<file path="config.mk">
export PLATFORM = sky130hd
export DESIGN_NAME = control_multiciclo
export DESIGN_NICKNAME = d
export VERILOG_FILES = /design/src/rtl/control_multiciclo.sv
export SDC_FILE = /design/constraint.sdc
export NUM_CORES = 1
export LEC_CHECK = 0
export ABC_AREA = 0
export BUFFER_PORTS_ARGS = -buffer_cell sky130_fd_sc_hd__buf_2
export CAP_MARGIN = 20
export CORE_MARGIN = 5
export CORE_UTILIZATION = 43
export CTS_BUF_LIST = sky130_fd_sc_hd__clkbuf_8
export DETAILED_ROUTE_END_ITERATION = 6
export HOLD_SLACK_MARGIN = 0.12
export PLACE_DENSITY = 0.72
export SYNTH_ARGS = -nofsm -noshare
export SYNTH_HDL_FRONTEND = slang
export SYNTH_SLANG_ARGS = --single-unit
</file>
<file path="constraint.sdc">
create_clock -name clk -period 3.9 [get_ports clk]
set_input_delay 0.78 -clock clk [delete_from_list [all_inputs] [get_ports clk]]
set_output_delay 0.78 -clock clk [all_outputs]
set_load 0.02 [all_outputs]
</file>
<file path="src/rtl/control_multiciclo.sv">
// Multi-cycle main control FSM for the RV32I lw/sw/R-type/addi/beq datapath; memory states last MEM_WAIT+1 cycles.
// Optional jal support is enabled by defining CONTROL_JAL_EN.
module control_multiciclo #(
   parameter int OPCODE_W = 7,
   parameter int MEM_WAIT = 0,
   parameter int STATE_W  = 4
) (
   input  logic                clk,
   input  logic                reset,
   input  logic [OPCODE_W-1:0] Instrucaocontrole,
   input  logic                Zero,
   output logic                PCWrite,
   output logic                IRWrite,
   output logic                AdrSrc,
   output logic [1:0]          ALUSrcA,
   output logic [1:0]          ALUSrcB,
   output logic [1:0]          controlealuop,
   output logic [1:0]          ResultSrc,
   output logic                lermemControle,
   output logic                memoriaDeEscritaC,
   output logic                registradorDeEscritaC,
   output logic                ilegal,
   output logic [STATE_W-1:0]  estado
);

   typedef enum logic [3:0] {
      S_FETCH    = 4'd0,
      S_DECODE   = 4'd1,
      S_MEMADR   = 4'd2,
      S_MEMREAD  = 4'd3,
      S_MEMWB    = 4'd4,
      S_MEMWRITE = 4'd5,
      S_EXECR    = 4'd6,
      S_ALUWB    = 4'd7,
      S_EXECI    = 4'd8,
`ifdef CONTROL_JAL_EN
      S_BEQ      = 4'd9,
      S_JAL      = 4'd10
`else
      S_BEQ      = 4'd9
`endif
   } state_t;

   localparam logic [6:0] OP_LW  = 7'b0000011;
   localparam logic [6:0] OP_SW  = 7'b0100011;
   localparam logic [6:0] OP_R   = 7'b0110011;
   localparam logic [6:0] OP_I   = 7'b0010011;
   localparam logic [6:0] OP_BEQ = 7'b1100011;
`ifdef CONTROL_JAL_EN
   localparam logic [6:0] OP_JAL = 7'b1101111;
`endif
   localparam logic [3:0] LAST_WAIT = 4'(MEM_WAIT);

   state_t     state_q, state_d;
   logic [3:0] cnt_q, cnt_d;
   logic [6:0] opcode;
   logic       last_wait;

   assign opcode    = 7'(Instrucaocontrole);
   assign last_wait = (cnt_q == LAST_WAIT);
   assign estado    = STATE_W'(state_q);

   always_ff @(posedge clk) begin
      if (reset) begin
         state_q <= S_FETCH;
         cnt_q   <= '0;
      end else begin
         state_q <= state_d;
         cnt_q   <= cnt_d;
      end
   end

   always_comb begin
      state_d               = state_q;
      cnt_d                 = '0;
      PCWrite               = 1'b0;
      IRWrite               = 1'b0;
      AdrSrc                = 1'b0;
      ALUSrcA               = 2'b00;
      ALUSrcB               = 2'b00;
      controlealuop         = 2'b00;
      ResultSrc             = 2'b00;
      lermemControle        = 1'b0;
      memoriaDeEscritaC     = 1'b0;
      registradorDeEscritaC = 1'b0;
      ilegal                = 1'b0;

      // Memory states hold until the counter reaches MEM_WAIT; leaving them leaves cnt_d at 0.
      case (state_q)
         S_FETCH: begin
            lermemControle = 1'b1;
            ALUSrcB        = 2'b10;
            ResultSrc      = 2'b10;
            if (last_wait) begin
               IRWrite = 1'b1;
               PCWrite = 1'b1;
               state_d = S_DECODE;
            end else begin
               cnt_d = cnt_q + 4'd1;
            end
         end
         S_DECODE: begin
            ALUSrcA = 2'b01;
            ALUSrcB = 2'b01;
            case (opcode)
               OP_LW, OP_SW: state_d = S_MEMADR;
               OP_R:         state_d = S_EXECR;
               OP_I:         state_d = S_EXECI;
               OP_BEQ:       state_d = S_BEQ;
`ifdef CONTROL_JAL_EN
               OP_JAL:       state_d = S_JAL;
`endif
               default: begin
                  state_d = S_FETCH;
                  ilegal  = 1'b1;
               end
            endcase
         end
         S_MEMADR: begin
            ALUSrcA = 2'b10;
            ALUSrcB = 2'b01;
            state_d = (opcode == OP_LW) ? S_MEMREAD : S_MEMWRITE;
         end
         S_MEMREAD: begin
            AdrSrc         = 1'b1;
            lermemControle = 1'b1;
            if (last_wait) state_d = S_MEMWB;
            else           cnt_d   = cnt_q + 4'd1;
         end
         S_MEMWB: begin
            ResultSrc             = 2'b01;
            registradorDeEscritaC = 1'b1;
            state_d               = S_FETCH;
         end
         S_MEMWRITE: begin
            AdrSrc            = 1'b1;
            memoriaDeEscritaC = 1'b1;
            if (last_wait) state_d = S_FETCH;
            else           cnt_d   = cnt_q + 4'd1;
         end
         S_EXECR: begin
            ALUSrcA       = 2'b10;
            controlealuop = 2'b10;
            state_d       = S_ALUWB;
         end
         S_EXECI: begin
            ALUSrcA = 2'b10;
            ALUSrcB = 2'b01;
            state_d = S_ALUWB;
         end
         S_ALUWB: begin
            registradorDeEscritaC = 1'b1;
            state_d               = S_FETCH;
         end
         S_BEQ: begin
            ALUSrcA       = 2'b10;
            controlealuop = 2'b01;
            PCWrite       = Zero;
            state_d       = S_FETCH;
         end
`ifdef CONTROL_JAL_EN
         S_JAL: begin
            ALUSrcA   = 2'b01;
            ALUSrcB   = 2'b10;
            ResultSrc = 2'b10;
            PCWrite   = 1'b1;
            state_d   = S_ALUWB;
         end
`endif
         default: state_d = S_FETCH;
      endcase

      // No enable may fire during the reset cycle, whatever state is being abandoned.
      if (reset) begin
         PCWrite               = 1'b0;
         IRWrite               = 1'b0;
         lermemControle        = 1'b0;
         memoriaDeEscritaC     = 1'b0;
         registradorDeEscritaC = 1'b0;
         ilegal                = 1'b0;
      end
   end

endmodule

</file>
==> qor.csv, run 1 <==
stage,metric,value,unit
route,drc,0,
timing,fin_ws,1.36,ns
critical_path,critPathKind,reg -> out,
clock_tree,post_cts_buffers,0,
critical_path,rr_startpoint,estado[1],
hold_path,hold_depth,1,
pwr,p_switching,62.5,µW
placed_design,gp_congestion,0.747,
timing,clock_skew,0.00394,ns
timing,setup_violations,0,
hold_path,hp-start,cnt_q[0],
synth,syn_area,733,µm²
floorplan,fp.dieArea,0.00263,mm²
critical_path,ff2ff_setup_slack,2.29,ns
flow_run,cap_viol_max_count,0,
pwr,p_int,169,µW
synth,seq_area_frac_synth,0.218,
clock_tree,clockBufferDepth,2,
global_route,grt-busiest-layer,met2,
pwr,p_sw_frac,0.270,
hold_path,min_path_type,reg -> reg,
synth,synthFlopType,dfxtp_1,
route,drt-initial-drc-count,4,
pwr,sequentialPowerShare,0.380,
clock_tree,h-tree-depth,1,
floorplan,io-pin-count,29,
critical_path,ff2ff_path_depth,4,
clock_tree,cts_resized,0,
floorplan,die_h,51.3,µm
critical_path,crit_buf_inv,1,
global_route,grtUsageMet2,0.247,
timing,tns,0,ns
global_route,antenna_found_initial,0,
final_layout,regArea,160,µm²
route,num_vias,726,
synth,synthArstFlopShare,0,
pwr,powerDensity,258,mW/mm²
placed_design,dp_hpwl,1350,µm
synth,ys_types,45,
critical_path,endpoint_kind,output pin,
floorplan,die_w,51.3,µm
timing,maxSlewViolCount,0,
final_layout,fin_nets,132,
clock_tree,clock_sinks,8,
critical_path,critPathRequiredTime,3.12,ns
critical_path,crit_path_top_delay_cell,dfxtp_1,
critical_path,crit_path_max_fanout,19,
global_route,grt_util_met1,0.172,
final_layout,multi_input_area,507,µm²
global_route,overflow,0,
global_route,grt_pass1_wl,3000,µm
final_layout,fill_cells,169,
timing,max_freq,394,MHz
floorplan,coreArea,0.00167,mm²
clock_tree,cts_tree,done,
clock_tree,cts_hold_buf,0,
clock_tree,root_buffer,clkbuf_8,
critical_path,r2r_end,estado[2],
timing,slew_headroom,0.575,
clock_tree,clk_latency,0.23,ns
critical_path,arrival,1.76,ns
synth,ys_warn_count,0,
clock_tree,numCtsBuffers,3,
critical_path,cp_slowest_stage_delay,0.67,ns
global_route,grt_usage,0.150,
final_layout,final_common_cell,buf_2,
floorplan,rows,15,
timing,fin_crit_sh,0.651,
pwr,max-vdd-ir-drop,0.000164,V
timing,grt_setup_unrepaired,no,
synth,synth_edf_count,0,
synth,syn_inst,93,
final_layout,diodes,0,
placed_design,pre_cts_slack,1.59,ns
global_route,grt_max_degree,20,
route,antenna_left,0,
synth,syn_avg_cell_area,7.88,µm²
placed_design,port-buffer-count,28,
global_route,grtUsageMet3,0.0671,
hold_path,hold_end,cnt_q[0],
route,firstDrtPassIters,5,
pwr,p_comb_frac,0.191,
final_layout,syn_to_final_growth,22.2,%
timing,fin_crit,2.54,ns
synth,synth-seq-cells,8,
timing,tightest_slew,0.637,ns
critical_path,crit_chain,and2b_1 > and3_1 > nand2_1 > a21oi_1 > buf_2,
pwr,p_clk_frac,0.430,
critical_path,cp_top_family,flip-flops,
final_layout,mostFrequentLayoutCells,"buf_2 (28), dfxtp_1 (8), inv_1 (6)",
final_layout,drive_above_1_share,0.373,
route,wl,1770,µm
critical_path,critPathLaunchType,flop,
route,wire_per_inst,13.1,µm
status,outcome,finished clean,
pwr,power_leakage,0.000408,µW
timing,hold_viol_final,0,
clock_tree,clk_pin_slew,0.04,ns
global_route,grt_pass1_vias,695,
synth,synthesis.nets,105,
floorplan,start_util,0.439,
route,via_per_inst,5.38,
## worst max-delay path by stage
stage,from,endpoint,cells after the start
global route,estado[0],PCWrite,5
CTS,estado[1],PCWrite,5
global placement,Instrucaocontrole[1],ilegal,4
finish,estado[0],PCWrite,5
floorplan,estado[1],PCWrite,4
detailed placement,Instrucaocontrole[1],ilegal,4
## power by group through the flow
stage,logic [µW],clock network (µW),registers [µW]
after floorplan,32.8,0,86.5
after global placement,43.8,0,88.7
after detailed placement,44.1,0,89.0
after CTS,44.3,102,87.7
after global routing,47.9,110,88.0
final,44.1,99.3,87.7
## logic make-up after synthesis
logic type / count (synthesis) / synth area share
and+or+nand+nor: 47 / 0.423
AOI/OAI and AO/OA: 20 / 0.188
buffers and inverters: 13 / 0.0904
DFF: 8 / 0.218
xor gates and xnor gates: 3 / 0.0461
adders and majority gates: 2 / 0.0341
## layer usage
layer / wire length (µm) / vias to the layer above
met5: 0 / -
met4: 17 / 0
met3: 159 / 3
met2: 760 / 22
met1: 834 / 320
li1: - / 381
## registers in the layout, summed over array words and instances (netlist names)
| signal | cells |
|---|---|
| cnt_q | 4 |
| estado | 4 |
## layout make-up
cell class	count	area share
multi-input cells	72	0.566
flip-flops and latches	8	0.179
repair buffers	28	0.156
clock buffers	3	0.0461
inverters	7	0.0293
well taps	17	0.0237
## worst reg2reg max path, delay by kind of cell (launching register included)
kind | cells | cell delay [ns]
AO/OA/AOI/OAI | 2 | 0.47
buffers and inverters | 1 | 0.10
flip-flops | 1 | 0.72
AND/OR/NAND/NOR | 1 | 0.25
## synthesized netlist by cell type, drive strengths merged, types with 3 or more instances
library cell | number | area, µm²
a21oi | 3 | 15.0
buf | 5 | 36.3
dfxtp | 8 | 160
inv | 7 | 26.3
nand2 | 5 | 18.8
nand2b | 5 | 46.3
nand3 | 5 | 25.0
nor2 | 9 | 43.8
nor3 | 5 | 30.0
nor4 | 3 | 25.0
o21ai | 6 | 33.8
## through the flow
stage          area [µm²]  power, µW  hold WS (ns)   util  std cells
2_1_floorplan         733        119         0.439      -         93
3_3_place_gp          855        133         0.458  0.512        132
3_5_place_dp          855        133         0.456  0.512        132
4_1_cts               896        234         0.467  0.536        135
5_1_grt               896        246         0.514  0.536        135
6_report              896        231         0.463  0.536        135
Power figures use the tool's default switching activity.
==> run 2, diff against run 1 <==
- ABC_AREA: 0 -> 1
- PLACE_DENSITY: 0.72 -> 0.75
- clock period: 3.9 -> 2.2 ns (I/O delays scaled with it)
==> run 2 against run 1 <==
  * Critical path depth stayed put
  * Worst setup slack worse by 1.1 ns
  * Worst hold slack better by 0.0026 ns
  * Clock skew is 0.0020 ns lower
  * Clock power is 73% higher
  * Highest routed layer is now met3
==> qor.csv, run 2 <==
stage,metric,value,unit
synth,synth_compound_area_frac,0.0353,
final_layout,drive_above_1_share,0.333,
synth,ys_warn_count,0,
clock_tree,clk_pin_slew,0.04,ns
floorplan,rows,14,
synth,yosys.area_share.simple,0.543,
synth,synth_area_leaders,"dfxtp_1 (23%), nand2_1 (20%), nor2_1 (11%)",
placed_design,dpl_cell_area,843,µm²
hold_path,hold_depth,1,
route,firstDrtPassIters,3,
final_layout,regArea,160,µm²
global_route,grt_max_degree,10,
synth,synth.most_common_cell,nand2_1,
floorplan,die_h,50.6,µm
clock_tree,clockBufferDepth,2,
critical_path,critPathRequiredTime,1.76,ns
status,outcome,finished clean,
pwr,power,405,µW
floorplan,io-pin-count,29,
critical_path,critPathKind,reg -> out,
final_layout,mostFrequentLayoutCells,"nand2_1 (37), buf_2 (28), nor2_1 (20)",
clock_tree,clock_sinks,8,
placed_design,port-buffer-count,28,
clock_tree,post_cts_buffers,0,
critical_path,arrival,1.51,ns
pwr,max-vdd-ir-drop,0.000307,V
synth,synthTopCellsByCount,"nand2_1 (37), nor2_1 (20), inv_1 (13)",
timing,tns,0,ns
flow_run,cap_viol_max_count,0,
synth,seq_area_frac_synth,0.226,
floorplan,coreArea,0.00154,mm²
pwr,powerDensity,458,mW/mm²
final_layout,fin_nets,164,
floorplan,die_w,50.6,µm
synth,synthArstFlopShare,0,
clock_tree,cts_tree,done,
timing,hold_viol_final,0,
synth,syn_avg_cell_area,5.86,µm²
final_layout,fill_cells,153,
timing,maxSlewViolCount,0,
route,wl,1600,µm
clock_tree,numCtsBuffers,3,
synth,synthXorXnorAreaFrac,0.0247,
synth,synthesis.nets,133,
timing,tightest_slew,0.388,ns
global_route,grt_pass1_wl,2660,µm
timing,fin_crit,1.95,ns
placed_design,gp_congestion,0.844,
global_route,grt_usage,0.127,
critical_path,critPathLaunchType,flop,
hold_path,min_path_type,reg -> reg,
synth,syn_inst,121,
critical_path,crit_path_max_fanout,9,
floorplan,start_util,0.460,
final_layout,multi_input_area,453,µm²
synth,synthFlopType,dfxtp_1,
critical_path,ff2ff_path_depth,8,
clock_tree,root_buffer,clkbuf_8,
synth,post-synth-top-area-fraction,0.226,
clock_tree,h-tree-depth,1,
clock_tree,cts_hold_buf,0,
global_route,grt_pass1_vias,706,
critical_path,endpoint_kind,output pin,
final_layout,syn_to_final_growth,24.7,%
floorplan,fp.dieArea,0.00256,mm²
timing,grt_setup_unrepaired,no,
timing,setup_violations,0,
timing,fin_crit_sh,0.888,
pwr,power_leakage,0.000495,µW
route,via_per_inst,4.61,
final_layout,design_area,885,µm²
clock_tree,clk_latency,0.22,ns
final_layout,final_common_cell,nand2_1,
placed_design,dp_hpwl,1330,µm
synth,synthMuxAreaShare,0,
synth,yosys.area.top_type,dfxtp_1,
synth,synth_top_family_by_area,simple AND/OR/NAND/NOR gates,
timing,slew_headroom,0.740,
timing,clock_skew,0.00190,ns
route,antenna_left,0,
clock_tree,cts_resized,0,
route,wire_per_inst,9.63,µm
timing,max_freq,512,MHz
global_route,overflow,0,
synth,synth-seq-cells,8,
synth,synth_edf_count,0,
synth,synth-adder-area-share,0.0353,
route,drc,0,
final_layout,diodes,0,
global_route,antenna_found_initial,0,
synth,syn_area,709,µm²
route,drt-initial-drc-count,14,
synth,ys_types,19,
route,num_vias,765,
run 2: critical path, cell delays in order, from the launching register on:
cell and delay (ns):
dfxtp_1 0.53, nand2_2 0.17, nor2_1 0.22, nand2_1 0.07, a21oi_1 0.13, buf_2 0.17
run 2: report_power, final:
part / total (µW) / leakage [µW] / internal [µW] / switching [µW]
Sequential: 152 / 0.0000648 / 147 / 4.62
Clock: 172 / 0.0000216 / 118 / 54.2
Combinational: 81.0 / 0.000409 / 28.3 / 52.7
run 2: cells by family (layout without fill, tap and decap cells):
kind of cell	count (synthesis)	after routing
AOI/OAI and AO/OA	5	5
xor gates and xnor gates	2	2
adders and majority gates	2	2
buffers and inverters	20	49
DFF	8	8
and+or+nand+nor	84	84
run 2: layer usage:
metal  track usage  routed length, µm  part of all wire  up-vias
met1         0.149                747              0.47      323
li1              -                  -                 -      424
met5             0                  0                 0        -
met4        0.0638                  0                 0        0
met3        0.0207                107             0.067        0
met2         0.217                744              0.47       18
run 2: final timing paths:
check	from	to	slack [ns]
worst max-delay path	estado[0]	PCWrite	0.25
worst min-delay path	cnt_q[0]	cnt_q[0]	0.47
worst max register to register	estado[0]	cnt_q[0]	0.90
worst min register to register	cnt_q[0]	cnt_q[0]	0.47
run 2: area by class of cell:
cell class                 instances  share of cell area
timing repair buffer              28               0.158
inverter                          18              0.0792
multi-input combinational         93               0.512
tap                               16              0.0226
clock buffer                       3              0.0467
sequential                         8               0.181
run 2: metrics by stage:
stage	setup WS, ns	instances	hold slack [ns]	util
floorplan	0.236	121	0.439	-
global placement	0.478	163	0.457	0.547
detailed placement	0.447	163	0.457	0.547
CTS	0.238	166	0.467	0.574
global route	0.140	166	0.496	0.574
finish	0.247	166	0.466	0.574
